### src/rtl/seq_mult_hs.sv
// Sequential shift-add multiplier (unsigned/signed) with valid/ready handshakes.
// Define MULT_ACC_EN to add the acc_en port and accumulate products into result.
module seq_mult_hs #(
   parameter int IN_WIDTH  = 8,
   parameter int OUT_WIDTH = 2*IN_WIDTH
) (
   input  logic                 clk,
   input  logic                 rst,
   input  logic                 in_valid,
   output logic                 in_ready,
   input  logic [IN_WIDTH-1:0]  a,
   input  logic [IN_WIDTH-1:0]  b,
   input  logic                 is_signed,
   output logic                 out_valid,
   input  logic                 out_ready,
   output logic [OUT_WIDTH-1:0] result,
`ifdef MULT_ACC_EN
   input  logic                 acc_en,
`endif
   output logic                 busy
);

   localparam int CNT_W = $clog2(IN_WIDTH);
   localparam logic [CNT_W-1:0]     CNT_LAST = CNT_W'(IN_WIDTH-1);
   localparam logic [IN_WIDTH-1:0]  ZERO_IN  = '0;
   localparam logic [OUT_WIDTH-1:0] ZERO_OUT = '0;

   typedef enum logic [1:0] {IDLE, RUN, FIX, DONE} state_t;

   state_t                 state_q;
   logic [CNT_W-1:0]       cnt_q;
   logic [OUT_WIDTH-1:0]   p_q, sh_a_q, result_q;
   logic [IN_WIDTH-1:0]    mag_b_q;
   logic                   neg_q, out_valid_q, busy_q;

   logic [IN_WIDTH-1:0]    mag_a_d, mag_b_d;
   logic                   neg_d;
   logic [OUT_WIDTH-1:0]   p_add, prod, result_d;

`ifdef MULT_ACC_EN
   logic acc_q;
`endif

   // Magnitudes fit unsigned in IN_WIDTH bits, including |-2^(IN_WIDTH-1)|.
   always_comb begin
      mag_a_d  = (is_signed && a[IN_WIDTH-1]) ? (ZERO_IN - a) : a;
      mag_b_d  = (is_signed && b[IN_WIDTH-1]) ? (ZERO_IN - b) : b;
      neg_d    = is_signed && (a[IN_WIDTH-1] ^ b[IN_WIDTH-1]);
      p_add    = p_q + (mag_b_q[0] ? sh_a_q : ZERO_OUT);
      prod     = neg_q ? (ZERO_OUT - p_q) : p_q;
`ifdef MULT_ACC_EN
      result_d = acc_q ? (result_q + prod) : prod;
`else
      result_d = prod;
`endif
   end

   always_ff @(posedge clk) begin
      if (rst) begin
         state_q     <= IDLE;
         cnt_q       <= '0;
         p_q         <= '0;
         sh_a_q      <= '0;
         mag_b_q     <= '0;
         neg_q       <= 1'b0;
         result_q    <= '0;
         out_valid_q <= 1'b0;
         busy_q      <= 1'b0;
`ifdef MULT_ACC_EN
         acc_q       <= 1'b0;
`endif
      end else begin
         case (state_q)
            IDLE: if (in_valid) begin
               sh_a_q  <= OUT_WIDTH'(mag_a_d);
               mag_b_q <= mag_b_d;
               neg_q   <= neg_d;
               p_q     <= '0;
               cnt_q   <= '0;
               busy_q  <= 1'b1;
`ifdef MULT_ACC_EN
               acc_q   <= acc_en;
`endif
               state_q <= RUN;
            end
            RUN: begin
               p_q     <= p_add;
               sh_a_q  <= sh_a_q << 1;
               mag_b_q <= mag_b_q >> 1;
               cnt_q   <= cnt_q + CNT_W'(1);
               if (cnt_q == CNT_LAST) state_q <= FIX;
            end
            FIX: begin
               result_q    <= result_d;
               out_valid_q <= 1'b1;
               busy_q      <= 1'b0;
               state_q     <= DONE;
            end
            DONE: if (out_ready) begin
               out_valid_q <= 1'b0;
               state_q     <= IDLE;
            end
            default: state_q <= IDLE;
         endcase
      end
   end

   assign in_ready  = (state_q == IDLE) && !rst;
   assign out_valid = out_valid_q;
   assign result    = result_q;
   assign busy      = busy_q;

endmodule
### config.mk
export PLATFORM = sky130hd
export DESIGN_NAME = seq_mult_hs
export DESIGN_NICKNAME = d
export VERILOG_FILES = /design/src/rtl/seq_mult_hs.sv
export SDC_FILE = /design/constraint.sdc
export NUM_CORES = 1
export LEC_CHECK = 0
export CORE_ASPECT_RATIO = 1.2
export CORE_MARGIN = 8
export CORE_UTILIZATION = 57
export DETAILED_ROUTE_END_ITERATION = 8
export PLACE_DENSITY = 0.78
export SETUP_SLACK_MARGIN = 0.2
export SYNTH_ARGS = -nofsm -noshare
export SYNTH_HDL_FRONTEND = slang
export SYNTH_SLANG_ARGS = --single-unit
### constraint.sdc
create_clock -name clk -period 2.6 [get_ports clk]
set_input_delay 0.52 -clock clk [delete_from_list [all_inputs] [get_ports clk]]
set_output_delay 0.52 -clock clk [all_outputs]
set_load 0.03 [all_outputs]
* After elaboration in Yosys (flattened, before gate mapping)
Index checks and enable logic that the tools add are counted.
** Cells by class
- $add $sub $neg :: 5
- Equal/unequal tests :: 7
- Multiplexer cells :: 20
- Bitwise logic cells :: 1
- Reduce and logical (&&, ||, !) cells :: 14
** Operators with widths (count)
- $mux W16 :: 4
- $pmux W16 S2 :: 2
- $mux W8 :: 3
- $add A16 B16 Y16 :: 1
- $pmux W8 S2 :: 1
- $sub A1 B16 Y16 const A :: 1
- $sub A1 B8 Y8 const A :: 2
- $pmux W2 S4 :: 1
- $reduce_and A2 Y1 :: 4
- $mux W2 :: 3
- $ne A2 B2 Y1 const B :: 3
- $pmux W3 S2 :: 1
- $reduce_bool A2 Y1 :: 3
- $eq A2 B2 Y1 const B :: 2
- $logic_and A1 B1 Y1 :: 4
- $pmux W1 S2 :: 2
- $add A3 B1 Y3 const B :: 1
- $eq A3 B3 Y1 const B :: 1
- $mux W3 :: 1
- $reduce_and A3 Y1 :: 1
- $eq A2 B1 Y1 const B :: 1
- $logic_not A2 Y1 :: 1
- $mux W1 :: 2
- $logic_not A1 Y1 :: 1
- $xor A1 B1 Y1 :: 1
** Storage, ports and cells
- Flip-flop bits (word level) :: 64
- Input port bits :: 21
- Output and inout port bits :: 19
- Logic and storage cells :: 56

* Depth between registers and ports, before layout
- Depth in word-level cells :: 4
- Depth in mapped cells :: 10
- Depth with buffers taken out :: 10

* Worst setup path after synthesis
Ideal clock, no wire load.
- Kind :: register to register
- Start :: register mag_b_q[0]
- End :: register p_q[13]
- Library setup time :: 117 ps
- Arrival :: 2177 ps
- Required time :: 2483 ps
- Slack :: 307 ps
- Stages on the path, launching flop included :: 11
- Buffers on the path :: 1
- Clock period less this slack :: 2293 ps
- Path through :: dfxtp_1 > clkbuf_1 > nand2_1 > inv_1 > ha_1 > a211oi_1 > o21ai_0 > a221oi_1 > o41ai_1 > xor2_1 > a22o_1
** On the way
- Word-level cells in the longest chain between the ends :: 3
** Ends and longest elaborated chain
- from (decl) :: line 33 : logic [IN_WIDTH-1:0] mag_b_q;
- from (signal assigned) :: line 76 : mag_b_q <= mag_b_d;
- from (signal assigned) :: line 89 : mag_b_q <= mag_b_q >> 1;
- $mux W16 :: line 49 : p_add = p_q + (mag_b_q[0] ? sh_a_q : ZERO_OUT);
- $add A16 B16 Y16 :: line 49
- $pmux W16 S2 :: line 73 : case (state_q)
- to (signal assigned) :: line 87 : p_q <= p_add;
- to (decl) :: line 32 : logic [OUT_WIDTH-1:0] p_q, sh_a_q, result_q;
Every way passes these cells.
A chain may end at the register's enable or synchronous reset.

* Worst setup path in the final report
- Start :: register mag_b_q[0]
- End :: register p_q[12]
Same word-level chain as after synthesis.

==> metrics.txt <==
max cap viols 0; XOR/XNOR share of the synthesized area a little under a tenth; Worst Hold Path Cells 2; Setup Slack @ Placement 0.127 ns; Reg clk slew, reported paths around 0.06 ns; Worst Hold End mag_b_q[4]; ratio of cells with drive above 1 in the final layout 7.63%; Peak supply drop roughly 0.44 mV; hold_sp mag_b_q[4]; vias in the first global route around 3,300; TritonRoute pass-1 iters 4; commonest non-fill, non-tap cell in the layout nor2_1; clock latency on the worst-skew pair approximately 0.34 ns; post-synthesis cell count 470; hold buffer count at CTS 0; commonest non-fill, non-tap cells in the layout 64 x nor2_1, 63 x dfxtp_1, 62 x nand2_1, 37 x clkdlybuf4s50_1, 33 x a21oi_1; Final Hold Vio Count 0; CP Launch Type flop; Setup CP Type reg -> reg; die area around 9500 sq um; Setup Viol. Count Final 0; post-synthesis sequential area ratio 34.0%; crit path DAT around 2.5 ns; setup TNS 0 ns; Synth Cell Area about 3800 sq um; reg2reg path depth 10; R2R Path End p_q[12]; r2r setup slk just under 0.3 ns; CTS buffer count 9; Die H ~110 microns; Yosys top cell by area dfxtp_1; post-synthesis adder-cell area fraction 8.50%; via count roughly 3,400; nets@finish 554; Synth area leaders dfxtp_1 34%, ha_1 8.0%, nor2_1 6.4%; IO buf count 39; Post-synth EDFFs 0; Max Fclk between 400 and 500 MHz; drt drc 0; routed wire length around 8600 microns; syn_nets approximately 520; FP Rows 32; first-pass GRT wire length 14,600 microns; Final min period roughly 2.3 ns; Yosys top cell area share about a third; Worst Path Max Fanout 7; Pleak about 1.8 nW; Tcrit/Tclk final roughly nine tenths; Syn. warnings 0; reg2reg start mag_b_q[0]; Setup crit end kind flop; routability-driven placement congestion ratio between 0.9 and 1; GRT Overall Usage 18.2%; Crit path required time about 2.8 ns; area grow syn2layout 19.1%; ys async rst share 0%; RSZ-0062 raised after global routing no; H-tree lvl count 3; initial antenna violation count 0; die width between 90 and 100 microns; DP HPWL approximately 6400 microns; Overflow after GRT 0; # IOs 40; pwr/cell area around 860 nW/um^2; cell area after layout 4490 sq um; post-synthesis average cell area ~8.0 sq um; measured slew at the worst slew-check pin 0.613 ns; Initial Util 58.8%; Setup WS post-layout slightly below 0.3 ns; Final ANT Viol Nets 0; Final Util a little over two thirds; core area 6410 sq um; Distinct cells, synth slightly above 40; number of vias per cell between 5 and 6; largest family of logic cells by synthesized area compound AO/OA/AOI/OAI gates; Most used DFF post-synth dfxtp_1; #FFs+latches synth between 60 and 70; compound-cell area share of the yosys netlist a little under a quarter; root buffer cell clkbuf_8; status finished, final reports clean; clk buf depth 2; clk_skew between 0.007 and 0.008 ns; mux cell area share after synthesis 2.13%; largest net degree at the start of global routing slightly below 60; Area after DPL approximately 4200 sq um; Final Max Tran Viols 0; Hold Slack between 0.4 and 0.5 ns; n_diodes 0; worst min path class reg -> reg; Simple-Gate Fraction of Synth Area a little under a fifth; clk sinks 64; Routed wire per std cell around 14 microns; Slew Limit Headroom about three fifths; First DRT Iteration DRCs ~200; CTS tree yes
==> synth_stat cells (4+ instances only) <==
| master | count |
|---|---|
| a211oi_1 | 17 |
| a21o_1 | 4 |
| a21oi_1 | 34 |
| a22o_1 | 9 |
| a22oi_1 | 16 |
| a31oi_1 | 6 |
| and2_1 | 15 |
| clkbuf_1 | 20 |
| dfxtp_1 | 64 |
| ha_1 | 24 |
| inv_1 | 16 |
| mux2i_1 | 8 |
| nand2_1 | 62 |
| nor2_1 | 64 |
| nor2b_1 | 6 |
| nor3_1 | 6 |
| o211ai_1 | 4 |
| o21ai_0 | 20 |
| o31ai_1 | 4 |
| o41ai_1 | 6 |
| xnor2_1 | 21 |
| xor2_1 | 18 |
==> state kept, by name, indices dropped and copies added (netlist names) <==
| register | flops |
|---|---|
| cnt_q | 3 |
| neg_q | 1 |
| p_q | 16 |
| busy | 1 |
| mag_b_q | 8 |
| out_valid | 1 |
| sh_a_q | 16 |
| result | 16 |
| state_q | 2 |
==> stage by stage <==
stage                     power (mW)  instances
final                           3.85        596
after global routing            4.13        596
after CTS                       3.87        593
after detailed placement        3.11        579
after global placement          3.05        579
after floorplan                 2.51        470
==> report_power, final <==
| group | leakage (nW) | total, mW | switching (mW) | internal [mW] |
|---|---|---|---|---|
| clock | 0.0886 | 0.761 | 0.347 | 0.415 |
| combinational | 1.18 | 1.73 | 1.07 | 0.660 |
| sequential | 0.521 | 1.35 | 0.149 | 1.20 |
| total | 1.79 | 3.85 | 1.57 | 2.28 |
==> layout make-up <==
type                       instances  area, sq um
clock buffer                      14          173
tap                               85          106
inverter                          16         60.1
sequential                        64         1280
multi-input combinational        367         2380
timing repair buffer              50          479
fill                             527         1920
==> worst max-delay path: stages (launching register included) <==
cell and delay, ns:
dfxtp_4 0.36, and2_1 0.12, ha_2 0.18, inv_1 0.06
fa_2 0.37, nor2b_2 0.14, o211ai_1 0.15, a21o_1 0.23
o32a_1 0.31, mux2i_1 0.13, o2bb2ai_1 0.13
==> repair_timing <==
item                                    in CTS  in global routing
setup buffers                                0                  3
endpoints found under the setup margin       4                  5
resized for setup                            4                  9
pin swaps                                    1                  4
==> routing by layer <==
layer	vias to the layer above	wire, microns	share of wire (%)	track usage (%)
li1	1735	-	-	-
met1	1554	3760	44	19.9
met2	82	4250	50	31.8
met3	15	421	4.9	5.37
met4	0	145	1.7	8.22
met5	-	0	0	0
==> kinds of logic (layout without fill, tap and decap cells) <==
logic type                 Yosys count  count (layout)
and+or+nand+nor                    161             161
AOI/OAI and AO/OA                  134             134
DFF                                 64              64
xor gates and xnor gates            39              39
buffers and inverters               39              80
adders and majority gates           25              25
muxes                                8               8
==> worst max path at each step <==
stage          startpoint       to  depth (start not counted)
2_1_floorplan  mag_b_q[0]  p_q[13]                         10
3_3_place_gp   mag_b_q[0]  p_q[14]                         10
3_5_place_dp   mag_b_q[0]  p_q[14]                         10
4_1_cts        mag_b_q[0]  p_q[13]                          9
5_1_grt        mag_b_q[0]  p_q[12]                         10
6_report       mag_b_q[0]  p_q[12]                         10
Note: power is estimated with default switching activity, not from simulation.
==> patch (same flow settings) <==
`IN_WIDTH`: 8 -> 4.
--- a/src/rtl/seq_mult_hs.sv
+++ b/src/rtl/seq_mult_hs.sv
@@ -3,3 +3,3 @@
 module seq_mult_hs #(
-   parameter int IN_WIDTH  = 8,
+   parameter int IN_WIDTH  = 4,
    parameter int OUT_WIDTH = 2*IN_WIDTH
Ports: changed (resized a, b and result); port bits go from 40 to 24. No check against the original RTL was run, so the function may have changed too.
==> patch against the unedited design <==
- sequential share of layout area increased by 0.58 points
- worst setup slack improved by 0.25 ns
- routed wire length decreased by 55%
- synthesized cell count decreased by 48%
- sequential cell count decreased by 29
- area after synthesis decreased by 45%
- die area decreased by 39%
- power decreased by 45%
- cell area decreased by 47%
- first-iteration DRC count decreased by 56%
- largest power group unchanged
==> patch: results (changes against the unedited design) <==
[run_status]
status=completed  ; unchanged

[global_routing]
grt_pass1_vias=1553  ; was 3345
grt_max_degree=24  ; was 58
track_usage_pct=14.6  ; was 18.2%
grt_antenna_before_repair=0  ; unchanged
grt_pass1_wl_um=6820  ; was 14600 um
met1_usage_pct=16.4  ; was 19.9%
grtUsageMet2_pct=24.8  ; was 31.8%

[synthesis]
synth_nets=275  ; was 516
synth_area_mm2=0.00205  ; was 0.00377 mm^2
synthMuxAreaShare_pct=3.41  ; was 2.13%
synthTopCellsByCount=nor2_1 (36), dfxtp_1 (35), nand2_1 (27)  ; was dfxtp_1 (64), nor2_1 (64), nand2_1 (62)
yosysUniqueCellTypes=38  ; was 41
synthXorXnorAreaFrac_pct=5.54  ; was 9.07%
synth_top_area_share_pct=34.1  ; was 34.0%
synthAdderAreaFrac_pct=10.1  ; was 8.50%
synth_compound_area_share_pct=21.4  ; was 24.0%
synth_area_leaders=dfxtp_1 (34%), ha_1 (9.1%), nor2_1 (6.6%), nand2_1 (4.9%), a22oi_1 (4.0%)  ; was dfxtp_1 (34%), ha_1 (8.0%), nor2_1 (6.4%), nand2_1 (6.2%), xnor2_1 (4.9%)
yosysSeqAreaShare_pct=34.1  ; was 34.0%

[power]
p_leak_nw=1.00  ; was 1.79 nW
vdd_drop_max_v=0.000366  ; was 0.000436 V

[worst_setup_path]
reg2reg_depth=8  ; was 10
slowest_stage=fa_1  ; was fa_2
reg2reg_slack_ns=0.54  ; was 0.29 ns
r2r_end=p_q[6]$_SDFFE_PP0P_  ; was p_q[12]$_SDFFE_PP0P_
slowest_delay_ns=0.41  ; was 0.37 ns
arrival_ns=2.26  ; was 2.52 ns
worst-path-max-fanout=10  ; was 7

[layout]
fin_nets=297  ; was 554
layout-drive-gt1-share_pct=8.92  ; was 7.63%
fillers=302  ; was 527

[min_path]
hp-start=mag_b_q[2]$_SDFFE_PP0P_  ; was mag_b_q[4]$_SDFFE_PP0P_

[cts]
cts_buffers=5  ; was 9
htree_levels=2  ; was 3
clock_latency_ns=0.29  ; was 0.34 ns
cts_resized=0  ; was 4

[route]
dr_wl_met3_um=183  ; was 421 um
drtIter0Drc=86  ; was 195
via_per_inst=5.56  ; was 5.68
drt-met1-wl_um=1760  ; was 3760 um
wl_met2_um=1850  ; was 4250 um

[sta]
skew_ns=0.00445  ; was 0.00734 ns
relSlewSlack_pct=60.4  ; was 59.0%

[place]
dp_hpwl_um=3090  ; was 6350 um
globalplace.congestion=0.906  ; was 0.928
io_buffers=23  ; was 39

## patch: layout make-up
cell class / instances / area [um^2] / share of cell area [%]
multi-input combinational: 185 / 1250 / 52.0
sequential: 35 / 701 / 29.2
timing repair buffer: 29 / 273 / 11.4
clock buffer: 5 / 68.8 / 2.87
tap: 39 / 48.8 / 2.04
inverter: 12 / 45.0 / 1.88
clock inverter: 3 / 15.0 / 0.626
## patch: cells by family after synthesis
group,after synthesis
compound gates,58
mux,7
fa+ha+maj,16
simple gates,91
xor+xnor,13
flops,35
buf+inv,26
## patch: report_power, final
| part | switching (mW) | internal, mW | leakage [nW] | total, mW |
|---|---|---|---|---|
| logic | 0.590 | 0.403 | 0.670 | 0.993 |
| registers | 0.0931 | 0.663 | 0.285 | 0.757 |
| clock network | 0.192 | 0.183 | 0.0477 | 0.375 |
| total | 0.875 | 1.25 | 1.00 | 2.12 |
## patch: worst max-delay path by stage
stage / start / to
finish: mag_b_q[0]$_SDFFE_PP0P_ / p_q[6]$_SDFFE_PP0P_
global route: mag_b_q[0]$_SDFFE_PP0P_ / p_q[6]$_SDFFE_PP0P_
CTS: mag_b_q[0]$_SDFFE_PP0P_ / p_q[6]$_SDFFE_PP0P_
detailed placement: mag_b_q[0]$_SDFFE_PP0P_ / p_q[6]$_SDFFE_PP0P_
global placement: in_valid / sh_a_q[3]$_SDFFE_PP0P_
floorplan: mag_b_q[0]$_SDFFE_PP0P_ / p_q[6]$_SDFFE_PP0P_
## patch: per-stage QoR
stage	setup WS (ns)	cells	area (um^2)	util, %	hold WS [ns]
after floorplan	0.597	246	2050	-	0.432
after global placement	0.575	300	2310	65.3	0.450
after detailed placement	0.543	300	2310	65.3	0.460
after CTS	0.531	308	2400	67.7	0.470
after global routing	0.435	308	2400	67.7	0.494
final	0.541	308	2400	67.7	0.466
